**src/rtl/lut_loader.sv**
```systemverilog
// Branch-target table loaded from a 3-byte-per-entry byte stream; combinational lookup by label.
// Latency: a table write lands on the edge of the last frame byte, and the new value is visible the following cycle.
// Backpressure: in_ready is high while loading and drops in S_DONE until clear or reset.
// Ports: clk, reset (sync, active-high), clear; stream in_data/in_valid/in_last/in_ready;
//        lookup label -> next_pc; status load_done, err (sticky), entry_count (saturating).
module lut_loader #(
  parameter int ENTRIES = 64,
  parameter int PC_W    = 12
) (
  input  logic            clk,
  input  logic            reset,
  input  logic            clear,
  input  logic [7:0]      in_data,
  input  logic            in_valid,
  input  logic            in_last,
  output logic            in_ready,
  input  logic [7:0]      label,
  output logic [PC_W-1:0] next_pc,
  output logic            load_done,
  output logic            err,
  output logic [6:0]      entry_count
);

  localparam int IDX_W = (ENTRIES > 1) ? $clog2(ENTRIES) : 1;

  typedef enum logic [1:0] {S_LABEL, S_HI, S_LO, S_DONE} state_t;

  state_t            state, state_nxt;
  logic [7:0]        label_q;
  logic [3:0]        pc_hi_q;
  logic [PC_W-1:0]   table_q [ENTRIES];
  logic [ENTRIES-1:0] valid_q;
  logic [6:0]        count_q;
  logic              err_q;

  logic              xfer;
  logic              wr_lbl_ok;
  logic              rd_lbl_ok;
  logic              wr_en;
  logic              set_err;
  logic [IDX_W-1:0]  wr_idx;
  logic [IDX_W-1:0]  rd_idx;
  logic [11:0]       frame_pc;
  logic [PC_W-1:0]   wr_pc;

  assign in_ready  = (state != S_DONE);
  assign load_done = (state == S_DONE);
  assign xfer      = in_valid & in_ready;

  assign wr_lbl_ok = (int'(label_q) < ENTRIES);
  assign rd_lbl_ok = (int'(label) < ENTRIES);
  assign wr_idx    = label_q[IDX_W-1:0];
  assign rd_idx    = label[IDX_W-1:0];
  assign frame_pc  = {pc_hi_q, in_data};
  assign wr_pc     = PC_W'(frame_pc);

  // Clear and reset both suppress the write so a dropped byte never lands in the table.
  assign wr_en   = xfer && (state == S_LO) && wr_lbl_ok && !clear && !reset;
  // Errors: out-of-range label at frame end, or in_last arriving mid-frame.
  assign set_err = xfer && (((state == S_LO) && !wr_lbl_ok) ||
                            (((state == S_LABEL) || (state == S_HI)) && in_last));

  // Read-before-write: the table register updates on the edge, so a same-cycle
  // lookup of the label being written still sees the old contents.
  assign next_pc     = (rd_lbl_ok && valid_q[rd_idx]) ? table_q[rd_idx] : '0;
  assign err         = err_q;
  assign entry_count = count_q;

  always_comb begin
    state_nxt = state;
    case (state)
      S_LABEL: if (xfer) state_nxt = in_last ? S_DONE : S_HI;
      S_HI:    if (xfer) state_nxt = in_last ? S_DONE : S_LO;
      S_LO:    if (xfer) state_nxt = in_last ? S_DONE : S_LABEL;
      S_DONE:  state_nxt = S_DONE;
      default: state_nxt = S_LABEL;
    endcase
  end

  always_ff @(posedge clk) begin
    if (reset) begin
      state <= S_LABEL;
    end else if (clear) begin
      state <= S_LABEL;
    end else begin
      state <= state_nxt;
    end
  end

  always_ff @(posedge clk) begin
    if (reset || clear) begin
      valid_q <= '0;
      count_q <= '0;
      err_q   <= 1'b0;
    end else begin
      if (wr_en) begin
        valid_q[wr_idx] <= 1'b1;
        if (count_q != 7'd127) count_q <= count_q + 7'd1;
      end
      if (set_err) err_q <= 1'b1;
    end
  end

  // Frame holding registers and table data carry no reset; valid_q gates every read.
  always_ff @(posedge clk) begin
    if (xfer && (state == S_LABEL)) label_q <= in_data;
    if (xfer && (state == S_HI))    pc_hi_q <= in_data[3:0];
    if (wr_en)                      table_q[wr_idx] <= wr_pc;
  end

endmodule

```
**config.mk**
```make
export PLATFORM = sky130hd
export DESIGN_NAME = lut_loader
export DESIGN_NICKNAME = d
export VERILOG_FILES = /design/src/rtl/lut_loader.sv
export SDC_FILE = /design/constraint.sdc
export NUM_CORES = 1
export LEC_CHECK = 0
export BUFFER_PORTS_ARGS = -buffer_cell sky130_fd_sc_hd__buf_2
export CORE_ASPECT_RATIO = 0.5
export CORE_UTILIZATION = 62
export CTS_CLUSTER_DIAMETER = 150
export DETAILED_ROUTE_END_ITERATION = 8
export GPL_TIMING_DRIVEN = 0
export PLACE_DENSITY_LB_ADDON = 0.12
export SLEW_MARGIN = 20
export SYNTH_ARGS = -nofsm -noshare
export SYNTH_HDL_FRONTEND = slang
export SYNTH_SLANG_ARGS = --single-unit
```
**constraint.sdc**
```tcl
create_clock -name clk -period 2.67 [get_ports clk]
set_input_delay 0.1335 -clock clk [delete_from_list [all_inputs] [get_ports clk]]
set_output_delay 0.1335 -clock clk [all_outputs]
set_load 0.01 [all_outputs]
```
==> results of run 1 <==
-- worst register-to-register path, cell delays in order (launching register included) --
cell	delay (ns)
dfxtp_1	0.47
nand3b_1	0.17
nor4b_2	0.55
nand2_1	0.59
nor2_2	0.86
-- timing repair --
| item | 4_1_cts | 5_1_grt |
|---|---|---|
| hold endpoints to repair | 3 | 0 |
| hold buffers | 3 | 0 |
| resized for setup | 91 | 42 |
| pin swaps | 20 | 12 |
| cloned | 1 | 0 |
| buffers inserted | 22 | 10 |
| endpoints found under the setup margin | 603 | 733 |
-- Yosys cell counts (all sizes together) (2+ instances only) --
library cell / instances
nand3b: 4
inv: 2
nor2: 78
mux2i: 90
a31oi: 10
o2111a: 10
o22ai: 4
clkbuf: 38
and2: 4
a22oi: 90
nor3b: 3
or3b: 3
mux2: 15
nand3: 13
o21a: 66
nand4: 4
nand2b: 5
or2: 2
a211oi: 12
or3: 2
mux4: 165
dfxtp: 74
o21ai: 2
xor2: 5
nand2: 23
and3: 12
a21oi: 37
buf: 59
o221ai: 4
edfxtp: 780
nor2b: 17
-- state kept, by name, summed over array words and instances (netlist names) --
name	cells
label_q	8
state	2
err	1
entry_count	7
table_q	768
valid_q	64
pc_hi_q	4
-- layer usage --
layer	wire length [um]	track usage, %	up-vias
li1	-	-	7116
met1	32200	43.4	9158
met2	37500	45.9	992
met3	8080	7.36	170
met4	2360	9.79	0
met5	0	0	-
-- worst max path at each step --
stage              from        endpoint  slack, ns  cells after the start
3_3_place_gp   state[1]  table_q[10][4]      -0.80                      5
5_1_grt        state[1]  table_q[20][3]      -0.41                      4
6_report       state[1]  table_q[20][3]      -0.35                      4
3_5_place_dp      clear  table_q[52][0]      -0.60                      6
2_1_floorplan  state[1]  table_q[47][0]       0.43                      5
4_1_cts        state[1]  table_q[52][6]      -0.25                      4
-- layout make-up --
type / count / area share, %
diodes: 2 / 0.0131
plain buffers: 97 / 1.65
clock buffers: 101 / 5.36
clock inverters: 25 / 0.860
inverters: 2 / 0.0197
multi-input cells: 691 / 21.4
flip-flops and latches: 854 / 65.4
well taps: 701 / 2.30
repair buffers: 94 / 3.00
-- through the flow --
step | hold WS [ns] | setup slack, ns
6_report | 0.114 | -0.350
5_1_grt | 0.135 | -0.408
4_1_cts | 0.111 | -0.250
3_5_place_dp | 0.423 | -0.596
3_3_place_gp | 0.389 | -0.799
2_1_floorplan | 0.224 | 0.427
-- cells in the final DEF (no fill, tap or decap), types with 14 or more instances in the layout --
| cell | synthesis | routed |
|---|---|---|
| a21oi_1 | 37 | 36 |
| a22oi_1 | 90 | 76 |
| a22oi_2 | 0 | 14 |
| buf_12 | 0 | 26 |
| buf_2 | 26 | 42 |
| buf_4 | 18 | 40 |
| buf_6 | 13 | 22 |
| clkbuf_1 | 36 | 47 |
| clkbuf_16 | 0 | 75 |
| dfxtp_1 | 74 | 71 |
| edfxtp_1 | 780 | 780 |
| mux2i_1 | 90 | 90 |
| mux4_2 | 161 | 161 |
| nand2_1 | 23 | 23 |
| nor2_2 | 0 | 20 |
| nor2_4 | 0 | 45 |
| nor2b_1 | 17 | 16 |
| o21a_1 | 66 | 66 |
-- kinds of logic after synthesis --
family | count (synthesis) | synth area share (%)
adder cells (fa/ha/maj) | 1 | 0.0380
AO/OA/AOI/OAI | 240 | 5.31
flip-flops | 854 | 75.6
XOR/XNOR | 5 | 0.133
buffers and inverters | 99 | 1.78
multiplexers | 270 | 14.6
AND/OR/NAND/NOR | 175 | 2.60
-- power breakdown --
part | total (mW) | internal (mW) | switching (mW)
Combinational | 1.33 | 0.471 | 0.855
Clock | 10.7 | 6.12 | 4.60
Sequential | 14.5 | 14.5 | 0.0164
Total | 26.6 | 21.1 | 5.47
==> flow_metrics.py, run 1 <==
metrics = {
    "timing": {
        "rsz0062_at_grt": "yes",
        "skew_ns": 0.0178,
        "max_freq_ghz": 0.331,
        "finalHoldViolCount": 0,
        "setup_viol": 215,
        "slew_headroom_pct": 24.1,
        "setup_tns_ns": -39.90,
        "finalCriticalPeriod_ns": 3.02,
        "worst_slew_pin_slew_ns": 1.14,
        "timing.final.max_slew_violations": 0,
        "fin_ws_ns": -0.350,
        "fin_crit_sh_pct": 113,
    },
    "synthesis": {
        "ys_ff_latch": 854,
        "ys_types": 54,
        "seq_area_frac_synth_pct": 75.6,
        "synth_warnings": 0,
        "yosys.area.top_type": "edfxtp_1",
        "async_reset_ff_share_pct": 0,
        "synthTopCellsByArea": "edfxtp_1, mux4_2, dfxtp_1",
        "synth_nets": 1666,
        "synth_area_per_cell_sq_um": 20.0,
        "syn_inst": 1644,
        "synth_top_area_share_pct": 71.1,
        "syn-cell-area_sq_um": 33000,
        "ys.flop_type": "edfxtp_1",
        "synth_edf_count": 780,
    },
    "worst_hold_path": {
        "holdPathStages": 1,
        "min_from": "in_data[4]",
        "hold_end": "table_q[14][4]",
        "hold_path.class": "in -> reg",
    },
    "critical_path": {
        "crit_arrival_ns": 3.24,
        "r2r_start": "state[1]",
        "r2r_cells": 4,
        "path_buf_inv": 0,
        "slowest_delay_ns": 0.86,
        "required_ns": 2.89,
        "path_class": "reg -> reg",
        "startpoint_type": "flop",
        "cp_max_fo": 13,
        "endpoint_kind": "flop",
        "r2r-end": "table_q[20][3]",
        "path_cells": "nand3b_1 -> nor4b_2 -> nand2_1 -> nor2_2",
        "r2r_slack_ns": -0.35,
        "crit_slowest_cell": "nor2_2",
        "path_delay_family": "simple AND/OR/NAND/NOR gates",
    },
    "drt": {
        "dr.pass1.iters": 8,
        "vias": 17400,
        "route.detailed.drc": 0,
        "drtAntennaViolNets": 0,
        "routed_wirelength_mm": 80.2,
        "initialDrtViolationCount": 2176,
        "wire_per_inst_um": 31.2,
        "viasPerCell": 6.79,
    },
    "pwr": {
        "max-vdd-ir-drop_mv": 0.566,
        "p_leak_nw": 12.2,
        "p_total_mw": 26.6,
        "p_per_area_nw_per_um2": 698,
    },
    "global_routing": {
        "grt_pass1_vias": 17200,
        "grt_max_degree": 67,
        "gr-usage-all-layers_pct": 30.1,
        "grt_pass1_wl_mm": 114,
        "grt-ovfl-total": 0,
        "grt_antenna_before_repair": 3,
    },
    "placement": {
        "gp_congestion": 0.948,
        "dp_hpwl_mm": 50.2,
        "place_area_sq_um": 34500,
        "io_buffers": 39,
        "place_inst": 2403,
    },
    "outcome": {
        "outcome": "complete, but fails checks",
        "violations": "setup timing",
    },
    "cts": {
        "clk_pin_slew_worst_paths_ns": 0.07,
        "clock_latency_ns": 0.61,
        "clock-sinks": 854,
        "cts_buffers": 71,
        "htreeDepth": 3,
        "cts_tree": "built",
        "ctsLongestPathBuffers": 3,
        "cts-root-buf": "clkbuf_16",
    },
    "cells_and_area": {
        "multi_input_area_sq_um": 8170,
        "stdcell_count": 2567,
        "fin_area_sq_um": 38100,
        "drive_gt1_share_pct": 29.3,
        "syn_to_final_growth_pct": 15.6,
        "fillers": 2954,
        "postLayoutCoreUtil_pct": 72.9,
        "ff_latch_area_sq_um": 24900,
        "nNetsFinal": 1833,
    },
    "floorplan": {
        "die_w_um": 328,
        "pin_count": 43,
        "initial_core_util_pct": 63.1,
        "die_h_um": 165,
        "core_sq_um": 52300,
        "die_area_sq_um": 54100,
        "num_rows": 59,
    },
    "flow_run": {
        "maxCapViolCount": 0,
    },
}
Power figures use the tool's default switching activity.
==> inputs of run 2 (changes only) <==
--- a/config.mk
+++ b/config.mk
@@ -6,8 +6,10 @@
 export NUM_CORES = 1
 export LEC_CHECK = 0
 export BUFFER_PORTS_ARGS = -buffer_cell sky130_fd_sc_hd__buf_2
+export CELL_PAD_IN_SITES_DETAIL_PLACEMENT = 0
+export CELL_PAD_IN_SITES_GLOBAL_PLACEMENT = 1
 export CORE_ASPECT_RATIO = 0.5
-export CORE_UTILIZATION = 62
+export CORE_UTILIZATION = 55
 export CTS_CLUSTER_DIAMETER = 150
 export DETAILED_ROUTE_END_ITERATION = 8
 export GPL_TIMING_DRIVEN = 0
@@ -16,3 +18,4 @@
 export SYNTH_ARGS = -nofsm -noshare
 export SYNTH_HDL_FRONTEND = slang
 export SYNTH_SLANG_ARGS = --single-unit
+export TNS_END_PERCENT = 10
==> run 2 against run 1 <==
Effect of this change: the flow still finishes with violations (setup timing); register-to-register slack improved by 0.11 ns; flip-flop and latch count unchanged; die area increased by 13%; global-route usage decreased by 3.2 points; worst setup slack improved by 0.11 ns; via count decreased by 3.1%; combinational power about the same; clock power about the same; core utilization decreased by 9.0 points; critical endpoint is now table_q[60][9]; highest routed layer is now met5.
==> flow_metrics.py, run 2 (synthesis results as in run 1) <==
metrics = {
    "outcome": {
        "outcome": "complete, but fails checks",
        "violations": "setup timing",
    },
    "drt": {
        "route.detailed.drc": 0,
        "dr.pass1.iters": 5,
        "vias": 16900,
        "viasPerCell": 6.32,
        "wire_per_inst_um": 30.1,
        "routed_wirelength_mm": 80.6,
        "initialDrtViolationCount": 1987,
        "drtAntennaViolNets": 0,
    },
    "pwr": {
        "netSwitchingFraction_pct": 21.0,
        "max-vdd-ir-drop_mv": 0.469,
        "power_frac_comb_pct": 4.9,
        "power.switching_mw": 5.56,
        "p_int_mw": 20.9,
        "pwr-share-seq_pct": 55.0,
        "power_frac_clock_pct": 40.0,
        "p_per_area_nw_per_um2": 698,
        "p_leak_nw": 12.1,
    },
    "critical_path": {
        "r2r_slack_ns": -0.24,
        "slowest_delay_ns": 0.74,
        "r2r_start": "state[1]",
        "r2r-end": "table_q[60][9]",
        "crit_arrival_ns": 3.14,
        "startpoint_type": "flop",
        "path_buf_inv": 0,
        "path_delay_family": "simple AND/OR/NAND/NOR gates",
        "path_class": "reg -> reg",
        "endpoint_kind": "flop",
        "cp_max_fo": 13,
        "required_ns": 2.91,
        "r2r_cells": 4,
        "crit_slowest_cell": "nand4_1",
        "path_cells": "nand3b_1 -> nor4_1 -> nand4_1 -> nor2_4",
    },
    "timing": {
        "slew_headroom_pct": 23.1,
        "rsz0062_at_grt": "yes",
        "setup_viol": 315,
        "fin_crit_sh_pct": 109,
        "skew_ns": 0.0244,
        "fin_ws_ns": -0.237,
        "worst_slew_pin_slew_ns": 1.15,
        "finalHoldViolCount": 0,
        "timing.final.max_slew_violations": 0,
        "finalCriticalPeriod_ns": 2.91,
        "max_freq_ghz": 0.344,
    },
    "flow_run": {
        "maxCapViolCount": 0,
    },
    "cells_and_area": {
        "largest_registers": "table_q x768, valid_q x64, label_q x8",
        "stdcell_count": 2674,
        "fin_area_sq_um": 37900,
        "mostFrequentLayoutCell": "edfxtp_1",
        "nNetsFinal": 1825,
        "layout_common_cells": "edfxtp_1, mux4_2, mux2i_1",
        "postLayoutCoreUtil_pct": 63.9,
        "largest_register_ff_count": 768,
        "syn_to_final_growth_pct": 14.8,
        "top_register": "table_q",
        "drive_gt1_share_pct": 29.0,
    },
    "worst_hold_path": {
        "hold_end": "table_q[10][0]",
        "hold_path.class": "in -> reg",
        "min_from": "in_data[0]",
        "holdPathStages": 1,
    },
    "cts": {
        "clock-sinks": 854,
        "ctsLongestPathBuffers": 3,
        "cts-root-buf": "clkbuf_16",
        "htreeDepth": 3,
        "clk_pin_slew_worst_paths_ns": 0.07,
        "clock_latency_ns": 0.62,
        "cts_buffers": 73,
        "cts_tree": "built",
    },
    "placement": {
        "place_inst": 2521,
        "place_area_sq_um": 34700,
        "gp_congestion": 0.843,
        "dp_hpwl_mm": 51.2,
        "io_buffers": 39,
        "post-place-ws_ns": -0.560,
    },
    "floorplan": {
        "core_sq_um": 59200,
        "initial_core_util_pct": 55.7,
        "die_area_sq_um": 61000,
        "num_rows": 63,
        "die_w_um": 348,
        "die_h_um": 175,
        "pin_count": 43,
    },
    "global_routing": {
        "grt_max_degree": 67,
        "grt_pass1_vias": 16900,
        "grt_pass1_wl_mm": 116,
        "grt_antenna_before_repair": 2,
        "gr-usage-all-layers_pct": 26.9,
        "grt-ovfl-total": 0,
    },
}
[run 2: cell types whose count changed in the layout (fill, tap and decap cells not counted), sizes merged]
cell / delta
clkinv: +3
buf: -10
inv: +3
bufinv: -5
clkbuf: +6
diode: -1
[run 2: how the worst max path moves through the flow]
stage	from	cells past startpoint	to	slack [ns]
2_1_floorplan	state[1]	5	table_q[47][0]	0.43
3_3_place_gp	state[1]	5	table_q[31][1]	-0.63
3_5_place_dp	label[1]	9	next_pc[4]	-0.56
4_1_cts	state[1]	4	table_q[60][9]	-0.25
5_1_grt	state[1]	4	table_q[38][10]	-0.27
6_report	state[1]	4	table_q[60][9]	-0.24
[run 2: layout make-up]
cell class	count	area [sq um]
timing repair buffer	84	863
clock inverter	26	209
fill	3988	21300
antenna	1	2.50
sequential	854	24900
buffer	97	626
clock buffer	107	2140
multi-input combinational	691	8080
inverter	2	7.51
tap	812	1020
[run 2: metal layers]
metal | global-route usage [%] | up-vias | part of all wire [%]
met5 | 0 | - | 0.016
met4 | 6.75 | 2 | 2.2
met3 | 5.14 | 125 | 8.1
met2 | 41.5 | 711 | 47
met1 | 39.9 | 8950 | 42
li1 | - | 7104 | -
[run 2: what timing repair did]
action                                 CTS  global route
resized for setup                       71            49
endpoints found under the hold margin    3             0
pin swaps                               16            17
buffers inserted                         9             7
hold buffers                             3             0
setup endpoints to repair              539           591
[run 2: power groups by stage]
stage               Combinational [mW]  Clock, mW  Sequential [mW]
finish                            1.31       10.6             14.5
detailed placement                1.24          0             14.8
CTS                               1.29       10.7             14.5
global placement                  1.18          0             14.9
floorplan                        0.690          0             14.8
global route                      1.37       11.2             14.5
[run 2: stage by stage]
stage	TNS [ns]	power (mW)	hold slack [ns]
floorplan	0	15.5	0.224
global placement	-387.65	16.0	0.394
detailed placement	-182.57	16.1	0.411
CTS	-42.76	26.5	0.130
global route	-73.52	27.1	0.127
finish	-22.92	26.4	0.105
==> inputs of run 3 (changes only) <==
==> constraint.sdc (replaced) <==
create_clock -name clk -period 2.9 [get_ports clk]
set_input_delay 0.145 -clock clk [delete_from_list [all_inputs] [get_ports clk]]
set_output_delay 0.145 -clock clk [all_outputs]
set_load 0.01 [all_outputs]
==> run 3 against run 2 <==
Effect of this change: the run still ends with setup timing left; critical path depth is 2 higher; power is 8.1% lower; hold slack got worse by 0.0025 ns; maximum frequency fell by 3.3%; worst setup slack better by 0.13 ns.
==> flow_metrics.py, run 3 (synthesis results as in run 1) <==
metrics = {
    "worst_hold_path": {
        "hold_end": "table_q[10][0]",
        "holdPathStages": 1,
        "min_from": "in_data[0]",
        "hold_path.class": "in -> reg",
    },
    "timing": {
        "fin_crit_sh_pct": 104,
        "slew_headroom_pct": 30.8,
        "skew_ns": 0.0231,
        "fin_ws_ns": -0.106,
        "finalCriticalPeriod_ns": 3.01,
        "max_freq_ghz": 0.333,
        "rsz0062_at_grt": "yes",
        "worst_slew_pin_slew_ns": 1.03,
        "setup_viol": 184,
        "finalHoldViolCount": 0,
        "timing.final.max_slew_violations": 0,
    },
    "global_routing": {
        "grt_max_degree": 67,
        "grtUsageMet3_pct": 5.47,
        "grt_pass1_wl_mm": 115,
        "busiest_layer": "met2",
        "grt_pass1_vias": 16900,
        "use_met1_pct": 39.8,
        "grt_antenna_before_repair": 2,
        "met2_usage_pct": 41.4,
        "grt-ovfl-total": 0,
        "gr-usage-all-layers_pct": 26.8,
    },
    "cells_and_area": {
        "drive_gt1_share_pct": 26.8,
        "mostFrequentLayoutCell": "edfxtp_1",
        "multi_input_area_sq_um": 7780,
        "largest_register_ff_count": 768,
        "stdcell_count": 2659,
        "top_register": "table_q",
        "fin_area_sq_um": 37300,
        "ff_latch_area_sq_um": 24900,
        "syn_to_final_growth_pct": 13.1,
        "fillers": 4054,
        "nNetsFinal": 1810,
        "layout_common_cells": "edfxtp_1, mux4_2, mux2i_1",
        "largest_registers": "table_q x768, valid_q x64, label_q x8",
    },
    "critical_path": {
        "cp_max_fo": 10,
        "crit_arrival_ns": 3.31,
        "r2r-end": "table_q[31][3]",
        "path_cells": "nand3b_1 -> nor4_1 -> buf_2 -> nand3_1 -> nor2_2 -> buf_6",
        "r2r_slack_ns": -0.11,
        "path_class": "reg -> reg",
        "startpoint_type": "flop",
        "endpoint_kind": "flop",
        "r2r_cells": 6,
        "crit_slowest_cell": "nand3_1",
        "r2r_start": "state[1]",
        "required_ns": 3.20,
        "slowest_delay_ns": 0.54,
    },
    "floorplan": {
        "num_rows": 63,
        "die_h_um": 175,
        "pin_count": 43,
        "die_area_sq_um": 61000,
        "core_sq_um": 59200,
        "initial_core_util_pct": 55.7,
        "die_w_um": 348,
    },
    "cts": {
        "htreeDepth": 3,
        "cts_tree": "built",
        "cts_buffers": 73,
        "clock_latency_ns": 0.62,
        "clock-sinks": 854,
        "clk_pin_slew_worst_paths_ns": 0.07,
        "ctsLongestPathBuffers": 3,
        "cts-root-buf": "clkbuf_16",
    },
    "drt": {
        "drtAntennaViolNets": 0,
        "vias": 16700,
        "initialDrtViolationCount": 2006,
        "viasPerCell": 6.30,
        "wire_per_inst_um": 30.1,
        "routed_wirelength_mm": 80.1,
        "dr.pass1.iters": 5,
        "route.detailed.drc": 0,
    },
    "placement": {
        "gp_congestion": 0.843,
        "dp_hpwl_mm": 51.2,
        "place_area_sq_um": 34700,
        "post-place-ws_ns": -0.353,
        "io_buffers": 39,
        "place_inst": 2521,
    },
    "flow_run": {
        "maxCapViolCount": 0,
    },
    "pwr": {
        "p_per_area_nw_per_um2": 652,
        "p_leak_nw": 12.0,
        "max-vdd-ir-drop_mv": 0.429,
    },
    "outcome": {
        "violations": "setup timing",
        "outcome": "complete, but fails checks",
    },
}
## run 3: cell types whose count changed in the layout (fill, tap and decap cells not counted), moves of 4 or more
cell | before | now
nor2_4 | 39 | 13
nor2_2 | 26 | 51
a22oi_1 | 78 | 89
a22oi_2 | 12 | 1
buf_12 | 11 | 1
buf_2 | 45 | 55
buf_4 | 37 | 28
a31oi_2 | 5 | 10
a31oi_4 | 5 | 0
clkbuf_4 | 7 | 2
and3_1 | 8 | 12
## run 3: cell type report
cell class	instances	share of cell area, %
inverters	2	0.0201
clock buffers	107	5.74
well taps	812	2.73
plain buffers	97	1.58
diodes	1	0.00671
flip-flops and latches	854	66.8
repair buffers	69	1.65
multi-input cells	691	20.9
clock inverters	26	0.561
## run 3: report_power, final
group	switching (mW)	internal, mW	total [mW]	leakage, nW
Combinational	0.753	0.408	1.16	3.21
Sequential	0.0133	13.4	13.4	7.61
Clock	4.33	5.41	9.74	1.16
Total	5.10	19.2	24.3	12.0
## run 3: worst max-delay path: cells and delay by family (launching register included)
kind	cells	cell delay (ns)
buffers and inverters	2	0.64
flip-flops	1	0.46
AND/OR/NAND/NOR	4	1.59
## run 3: routing by layer
layer / up-vias / part of all wire (%)
met5: - / 0
met4: 0 / 2.1
met3: 108 / 7.9
met2: 624 / 47
met1: 8928 / 43
li1: 7084 / -
## run 3: worst max path at each step
stage | startpoint | endpoint | slack, ns | cells after the start
5_1_grt | state[1] | table_q[13][2] | -0.18 | 5
4_1_cts | state[1] | table_q[42][1] | -0.23 | 5
3_3_place_gp | state[1] | table_q[31][1] | -0.40 | 5
6_report | state[1] | table_q[31][3] | -0.11 | 6
3_5_place_dp | label[1] | next_pc[4] | -0.35 | 9
2_1_floorplan | state[1] | table_q[47][0] | 0.66 | 5
## run 3: per-stage QoR
step                      hold WS [ns]  power, mW  TNS, ns  utilization [%]
after CTS                        0.141       24.4   -21.11             62.8
final                            0.102       24.3    -8.33             63.0
after global placement           0.406       14.8  -199.51             57.7
after detailed placement         0.423       14.8   -52.52             58.6
after floorplan                  0.235       14.3        0                -
after global routing             0.138       24.9   -31.99             62.9
## run 3: repair_timing
action | in CTS | in global routing
setup buffers | 0 | 1
pin swaps | 0 | 2
cloned | 0 | 0
setup endpoints to repair | 254 | 436
hold buffers | 3 | 0
resized for setup | 22 | 14
hold endpoints to repair | 3 | 0
